$ cat src/rtl/tape_ctrl_pkg.sv
// Shared types for the tape controller: symbols, FSM states, fault codes, rule layout.
// The PAUSE state exists only when TAPE_CTRL_SINGLE_STEP_EN is defined.
package tape_ctrl_pkg;

    localparam logic [1:0] SYM_ZERO  = 2'b00;
    localparam logic [1:0] SYM_ONE   = 2'b01;
    localparam logic [1:0] SYM_BLANK = 2'b10;

    localparam int unsigned RULE_W    = 6;
    localparam int unsigned NUM_RULES = 12;

    typedef enum logic [2:0] {
        S_IDLE,
        S_RD,
        S_EVAL,
        S_WR,
        S_HALT
`ifdef TAPE_CTRL_SINGLE_STEP_EN
        , S_PAUSE
`endif
    } ctrl_state_e;

    typedef enum logic [1:0] {
        FAULT_NONE    = 2'b00,
        FAULT_EDGE    = 2'b01,
        FAULT_TIMEOUT = 2'b10
    } fault_e;

    // Field order matches the packed 6-bit rule word {halt, next_state, write_sym, move_right}.
    typedef struct packed {
        logic       halt;
        logic [1:0] next_state;
        logic [1:0] write_sym;
        logic       move_right;
    } rule_t;

endpackage

$ cat src/rtl/tape_rule_lookup.sv
// Combinational rule selector: picks rule[state*3 + sym_idx] from the flat rule table.
module tape_rule_lookup
    import tape_ctrl_pkg::*;
#(
    parameter int unsigned STATE_W = 2
) (
    input  logic [STATE_W-1:0]            state,
    input  logic [1:0]                    sym,
    input  logic [NUM_RULES*RULE_W-1:0]   rule_table,
    output rule_t                         rule
);

    rule_t      rules [NUM_RULES];
    logic [1:0] sym_idx;
    logic [3:0] idx;

    always_comb begin
        for (int unsigned i = 0; i < NUM_RULES; i++) begin
            rules[i] = rule_t'(rule_table[i*RULE_W +: RULE_W]);
        end
        // Any symbol with the high bit set reads as blank.
        sym_idx = sym[1] ? 2'd2 : {1'b0, sym[0]};
        idx     = 4'(state) * 4'd3 + 4'(sym_idx);
        rule    = rules[idx];
    end

endmodule

$ cat src/rtl/tape_controller.sv
// Turing-machine sequencer driving an 8-cell tape: RD -> EVAL -> WR per step.
// Optional single-step mode (PAUSE state, step_req port) under TAPE_CTRL_SINGLE_STEP_EN.
module tape_controller
    import tape_ctrl_pkg::*;
#(
    parameter int unsigned HEAD_W    = 3,
    parameter int unsigned STATE_W   = 2,
    parameter int unsigned STEP_W    = 16,
    parameter int unsigned MAX_STEPS = 1000
) (
    input  logic                        clk,
    input  logic                        reset,
    input  logic                        start,
`ifdef TAPE_CTRL_SINGLE_STEP_EN
    input  logic                        step_req,
`endif
    input  logic [HEAD_W-1:0]           head_init,
    input  logic [NUM_RULES*RULE_W-1:0] rule_table,
    output logic                        tape_mode,
    output logic [HEAD_W-1:0]           tape_head,
    output logic [1:0]                  tape_in,
    input  logic [1:0]                  tape_out,
    output logic                        busy,
    output logic                        done,
    output logic [1:0]                  fault,
    output logic [STATE_W-1:0]          tm_state,
    output logic [STEP_W-1:0]           steps
);

    ctrl_state_e state;
    rule_t       rule_d;
    rule_t       rule_q;
    logic        at_edge;
    logic        last_step;

    tape_rule_lookup #(.STATE_W(STATE_W)) u_lookup (
        .state      (tm_state),
        .sym        (tape_out),
        .rule_table (rule_table),
        .rule       (rule_d)
    );

    assign at_edge   = rule_q.move_right ? (tape_head == '1) : (tape_head == '0);
    assign last_step = (steps == STEP_W'(MAX_STEPS - 1));

    always_ff @(posedge clk or posedge reset) begin
        if (reset) begin
            state     <= S_IDLE;
            rule_q    <= '0;
            tape_mode <= 1'b0;
            tape_head <= '0;
            tape_in   <= SYM_BLANK;
            busy      <= 1'b0;
            done      <= 1'b0;
            fault     <= FAULT_NONE;
            tm_state  <= '0;
            steps     <= '0;
        end else begin
            case (state)
                S_IDLE, S_HALT: begin
                    if (start) begin
                        tape_head <= head_init;
                        tm_state  <= '0;
                        steps     <= '0;
                        done      <= 1'b0;
                        fault     <= FAULT_NONE;
                        busy      <= 1'b1;
                        state     <= S_RD;
                    end
                end
                S_RD: state <= S_EVAL;
                S_EVAL: begin
                    rule_q    <= rule_d;
                    tape_in   <= rule_d.write_sym;
                    tape_mode <= 1'b1;
                    state     <= S_WR;
                end
                S_WR: begin
                    tape_mode <= 1'b0;
                    steps     <= steps + 1'b1;
                    tm_state  <= STATE_W'(rule_q.next_state);
                    // Priority: halt, then edge fault, then timeout (which still moves the head).
                    if (rule_q.halt) begin
                        done  <= 1'b1;
                        busy  <= 1'b0;
                        state <= S_HALT;
                    end else if (at_edge) begin
                        fault <= FAULT_EDGE;
                        done  <= 1'b1;
                        busy  <= 1'b0;
                        state <= S_HALT;
                    end else begin
                        tape_head <= rule_q.move_right ? tape_head + 1'b1 : tape_head - 1'b1;
                        if (last_step) begin
                            fault <= FAULT_TIMEOUT;
                            done  <= 1'b1;
                            busy  <= 1'b0;
                            state <= S_HALT;
                        end else begin
`ifdef TAPE_CTRL_SINGLE_STEP_EN
                            state <= S_PAUSE;
`else
                            state <= S_RD;
`endif
                        end
                    end
                end
`ifdef TAPE_CTRL_SINGLE_STEP_EN
                S_PAUSE: begin
                    if (step_req) begin
                        state <= S_RD;
                    end
                end
`endif
                default: state <= S_IDLE;
            endcase
        end
    end

endmodule

$ cat config.mk
export PLATFORM = sky130hd
export DESIGN_NAME = tape_controller
export DESIGN_NICKNAME = d
export VERILOG_FILES = /design/src/rtl/tape_ctrl_pkg.sv /design/src/rtl/tape_rule_lookup.sv /design/src/rtl/tape_controller.sv
export SDC_FILE = /design/constraint.sdc
export NUM_CORES = 1
export LEC_CHECK = 0
export ABC_AREA = 1
export BUFFER_PORTS_ARGS = -buffer_cell sky130_fd_sc_hd__buf_2
export CORE_MARGIN = 3
export CORE_UTILIZATION = 40
export DETAILED_ROUTE_END_ITERATION = 7
export PLACE_DENSITY = 0.71
export SETUP_SLACK_MARGIN = 0.4
export SYNTH_ARGS = -nofsm -noshare
export SYNTH_HDL_FRONTEND = slang
export SYNTH_HIERARCHICAL = 1
export SYNTH_SLANG_ARGS = --single-unit
$ cat constraint.sdc
create_clock -name clk -period 4.9 [get_ports clk]
set_input_delay 0.49 -clock clk [delete_from_list [all_inputs] [get_ports clk]]
set_output_delay 0.49 -clock clk [all_outputs]
set_load 0.1 [all_outputs]
; Word level (Yosys, flattened, before mapping)
; Cells that the tools add are included.
; Widths: inputs -> output; s select.
[classes]
n_addsub = 4
mul = 1
n_div = 0
magnitude_cmp = 1
n_eq_ne = 11
shift = 0
n_mux = 34
bitwise = 1
n_reduce_logical = 9
[op_table]
columns = op, n
row1 = $pmux 16 s2, 1
row2 = $bmux 6 s4, 1
row3 = $mux 3, 8
row4 = $add 16x1->16 const B, 1
row5 = $eq 16x10->1 const B, 1
row6 = $mux 16, 1
row7 = $mux 6, 2
row8 = $pmux 3 s4, 1
row9 = $mux 2, 5
row10 = $mux 1, 9
row11 = $pmux 2 s2, 2
row12 = $reduce_and 4->1, 2
row13 = $eq 3x2->1 const B, 2
row14 = $eq 3x3->1 const B, 2
row15 = $logic_not 3->1, 2
row16 = $ne 2x2->1 const B, 3
row17 = $pmux 1 s2, 3
row18 = $pmux 3 s2, 1
row19 = $ge 5x5->1 const B, 1
row20 = $not 4->5, 1
row21 = $add 4x2->4, 1
row22 = $mul 2x2->4 const B, 1
row23 = $ne 4x4->1 const B, 1
row24 = $reduce_bool 2->1, 2
row25 = 7 further kinds, 7
[totals]
reg_bits = 35
latch_bits = 0
ram_bits = 0
mem_bits_ro = 0
inputBits = 80
wordCells = 73
mem_count = 0

; Longest topological paths before layout
[logic_depth]
depth_word = 6
depth_mapped = 13

; By module
; Netlist, hierarchy kept.
[by_module_without_submodules]
columns = mod, instances, cells_each, area_per_inst_um2, seq_area_each_um2
row1 = tape_controller, 1, 234, 1809.2, 877.1
row2 = tape_rule_lookup, 1, 208, 955.9, 0.0

; Least setup slack after synthesis
; Ideal clock, no wire load.
[synth_timing]
path_type = reg-to-reg
startpoint = register tm_state[0]
endpoint = register tape_in[0]
t_arrival_ps = 2996
setup_slack_ps = 1778
stages_incl_launch_ff = 12
period_less_slack_ps = 3122
cell_sequence = dfrtp_1 > inv_1 > fa_1 > inv_1 > ha_1 > fa_1 > buf_2 > inv_1 > nand3_1 > nand3_1 > nand2_1 > mux2_2
[synth_rtl]
columns = element, line_no
row1 = from (decl), tape_controller.sv:26  ; output logic [STATE_W-1:0] tm_state,
row2 = from (signal assigned), tape_controller.sv:81  ; tm_state <= STATE_W'(rule_q.next_state);
row3 = to (signal assigned), tape_controller.sv:74  ; tape_in <= rule_d.write_sym;
row4 = to (decl), tape_controller.sv:21  ; output logic [1:0] tape_in,

==> impl_metrics.toml <==
[logic_synthesis]
synthTopCellsByArea = "dfrtp_1 31%, nand2_1 18%, inv_1 10%, nand3_1 9.2%, nor2_1 6.2%"
synth_edf_count = 0
ys_warn_count = 6
synth_most_common_cell = "nand2_1"
syn-num-nets = 528
ys_types = 29
netlist_area_um2 = 2770
ys_ff_latch = 35
yosysTopAreaCellShare = 0.308
synth_largest_area_cell = "dfrtp_1"
synth_async_sr_flop_share = 1.00
synthTopCellsByCount = "135 x nand2_1, 74 x inv_1, 51 x nand3_1"
synth.avg_cell_area_um2 = 6.26
synthCells = 442
synth_ff_type = "dfrtp_1"
seq_area_frac_synth = 0.317

[clock_network]
cts_resized = 0
clockBufferDepth = 2
hold_buffers = 0
clkTransAtPathRegs_ns = 0.07
clkLatencyLatePin_ns = 0.28
h-tree-depth = 2
cts_tree = "built"
numClockSinks = 35
root_buffer = "clkbuf_8"
cts_setup_buffers = 0
cts_made_buffers = 5

[power_and_ir_drop]
pwr-share-seq = 0.207
p_int_mw = 0.941
power_frac_comb = 0.710
swShare = 0.610
ir_drop_v = 0.000313
power.share.clock = 0.083
power.switching_mw = 1.47
power_density_nw_per_um2 = 715
p_leak_nw = 2.01

[detailed_routing]
dr.pass1.iters = 4
via_per_inst = 4.96
drc = 0
finalWirelength_um = 7420
postRouteAntennaNets = 0
via_count = 3083
drtIter0Drc = 116
wire_per_inst_um = 11.9

[die]
io_pins = 108
die_h_um = 89.1
start_util = 0.423
die_w_um = 89.1
rows = 29
coreArea_um2 = 6530
dieArea_um2 = 7950

[placed_design]
place_inst = 613
hpwl_um = 5830
portBuffers = 107
place.gp.congestion = 0.872

[min_path]
hold_path_class = "in -> async"

[status]
outcome = "complete, no violations"

[worst_setup_path]
critPathMaxFanout = 25
worstSetupStartpointType = "flip-flop"
critPathCaptureType = "flip-flop"
path_class = "reg -> reg"
critPathRequiredTime_ns = 5.06
arrival_ns = 3.04

[layout]
antenna_cells = 0
num-fill-cells = 697
final_cells = 621
final_nets = 629
multi_input_area_um2 = 1470
seq_area_um2 = 877
layout-drive-gt1-share = 0.239
syn_to_final_growth_pct = 22.0

[timing]
finalMaxSlewViolations = 0
tns_ns = 0
finalCriticalPeriod_ns = 2.88
timing_hold_violations_final = 0
fmax_mhz = 347
final.period_utilization = 0.588
fin_skew_ns = 0.0114
finalSetupViolations = 0
slew_headroom = 0.535
worst_slew_pin_slew_ns = 0.697
rsz0062_at_grt = "no"

[grt]
groute.usage.overall = 0.189
grt_max_degree = 37
antenna_found_initial = 0
grt_pass1_wl_um = 12000
grt_pass1_vias = 2802
grt-ovfl-total = 0

[flow_run]
maxCapViolCount = 0
-- layout by cell type, fill, tap and decap left out --
cell type / netlist / routed
ha_1: 3 / 3
inv_2: 4 / 4
nand2_1: 135 / 135
dfstp_2: 1 / 1
clkbuf_8: 0 / 5
nand2_2: 3 / 3
nor3_1: 5 / 5
o22ai_1: 2 / 2
a21oi_1: 11 / 11
nand4_1: 4 / 4
clkbuf_1: 0 / 3
a22o_1: 2 / 2
and3_1: 1 / 1
o21bai_1: 1 / 1
fa_1: 3 / 3
o21ai_2: 1 / 1
nor2_4: 2 / 2
o21ai_1: 16 / 16
mux2_2: 3 / 3
nor2_1: 46 / 46
nand3_1: 51 / 51
o21ai_0: 22 / 22
buf_2: 3 / 107
nor2_2: 1 / 1
inv_1: 74 / 74
inv_6: 1 / 1
dfrtp_1: 34 / 34
a22oi_1: 1 / 1
buf_4: 7 / 2
-- registers in the layout, indices dropped and copies added, names as in the netlist --
register   cells
steps         16
rule_q         4
state          3
tape_head      3
fault          2
tape_in        2
tm_state       2
busy           1
done           1
tape_mode      1
-- final cells by class --
class / instances / share of cell area
inverters: 79 / 0.0894
multi-input cells: 313 / 0.435
repair buffers: 109 / 0.163
clock buffers: 8 / 0.0237
flip-flops and latches: 35 / 0.260
well taps: 77 / 0.0286
-- through the flow --
step | power (mW) | hold WS, ns | utilization | setup WS [ns] | instance area, um2
after floorplan | 1.96 | 0.431 | - | 1.78 | 2770
after global placement | 2.19 | 0.447 | 0.504 | 2.00 | 3290
after detailed placement | 2.22 | 0.451 | 0.504 | 1.94 | 3290
after CTS | 2.42 | 0.325 | 0.517 | 2.03 | 3370
after global routing | 2.63 | 0.346 | 0.517 | 1.77 | 3370
final | 2.41 | 0.301 | 0.517 | 2.02 | 3370
-- critical path, cell delays in order (launching register included) --
cell,delay (ns)
dfrtp_1,0.40
inv_1,0.08
fa_1,0.53
inv_1,0.04
ha_1,0.73
inv_1,0.35
nand3_1,0.17
nand3_1,0.07
nand3_1,0.10
nand2_1,0.05
mux2_2,0.25
-- final timing paths --
| check | from | endpoint | slack, ns | depth (start not counted) |
|---|---|---|---|---|
| worst max-delay path | tm_state[0]$_DFFE_PP0P_ | tape_in[0]$_DFFE_PP0N_ | 2.02 | 10 |
| worst min register to register | state[2]$_DFFE_PP0P_ | state[1]$_DFFE_PP0P_ | 0.46 | 1 |
| min in group clk | state[2]$_DFFE_PP0P_ | state[1]$_DFFE_PP0P_ | 0.46 | 1 |
| max in group asynchronous | reset | tape_in[1]$_DFFE_PP1N_ | 4.24 | 3 |
| worst min-delay path | reset | tape_head[0]$_DFFE_PP0P_ | 0.30 | 3 |
| worst max register to register | tm_state[0]$_DFFE_PP0P_ | tape_in[0]$_DFFE_PP0N_ | 2.02 | 10 |
-- logic make-up after synthesis --
family	count (synthesis)	synth area share
buf+inv	94	0.152
fa+ha+maj	6	0.0353
compound gates	56	0.108
mux	3	0.0122
simple gates	248	0.376
flops	35	0.317
-- power by group through the flow --
stage	Sequential, mW	Combinational, mW	Clock, mW
finish	0.498	1.71	0.201
CTS	0.499	1.72	0.205
global placement	0.501	1.69	0
global route	0.517	1.89	0.221
floorplan	1.03	0.930	0
detailed placement	0.505	1.71	0
-- routing by layer --
layer / global-route usage / share of wire / vias up
met1: 0.236 / 0.43 / 1402
met2: 0.321 / 0.50 / 86
met4: 0.0663 / 0.015 / 0
met5: 0 / 0 / -
li1: - / - / 1581
met3: 0.0406 / 0.053 / 14
Power figures use the tool's default switching activity.
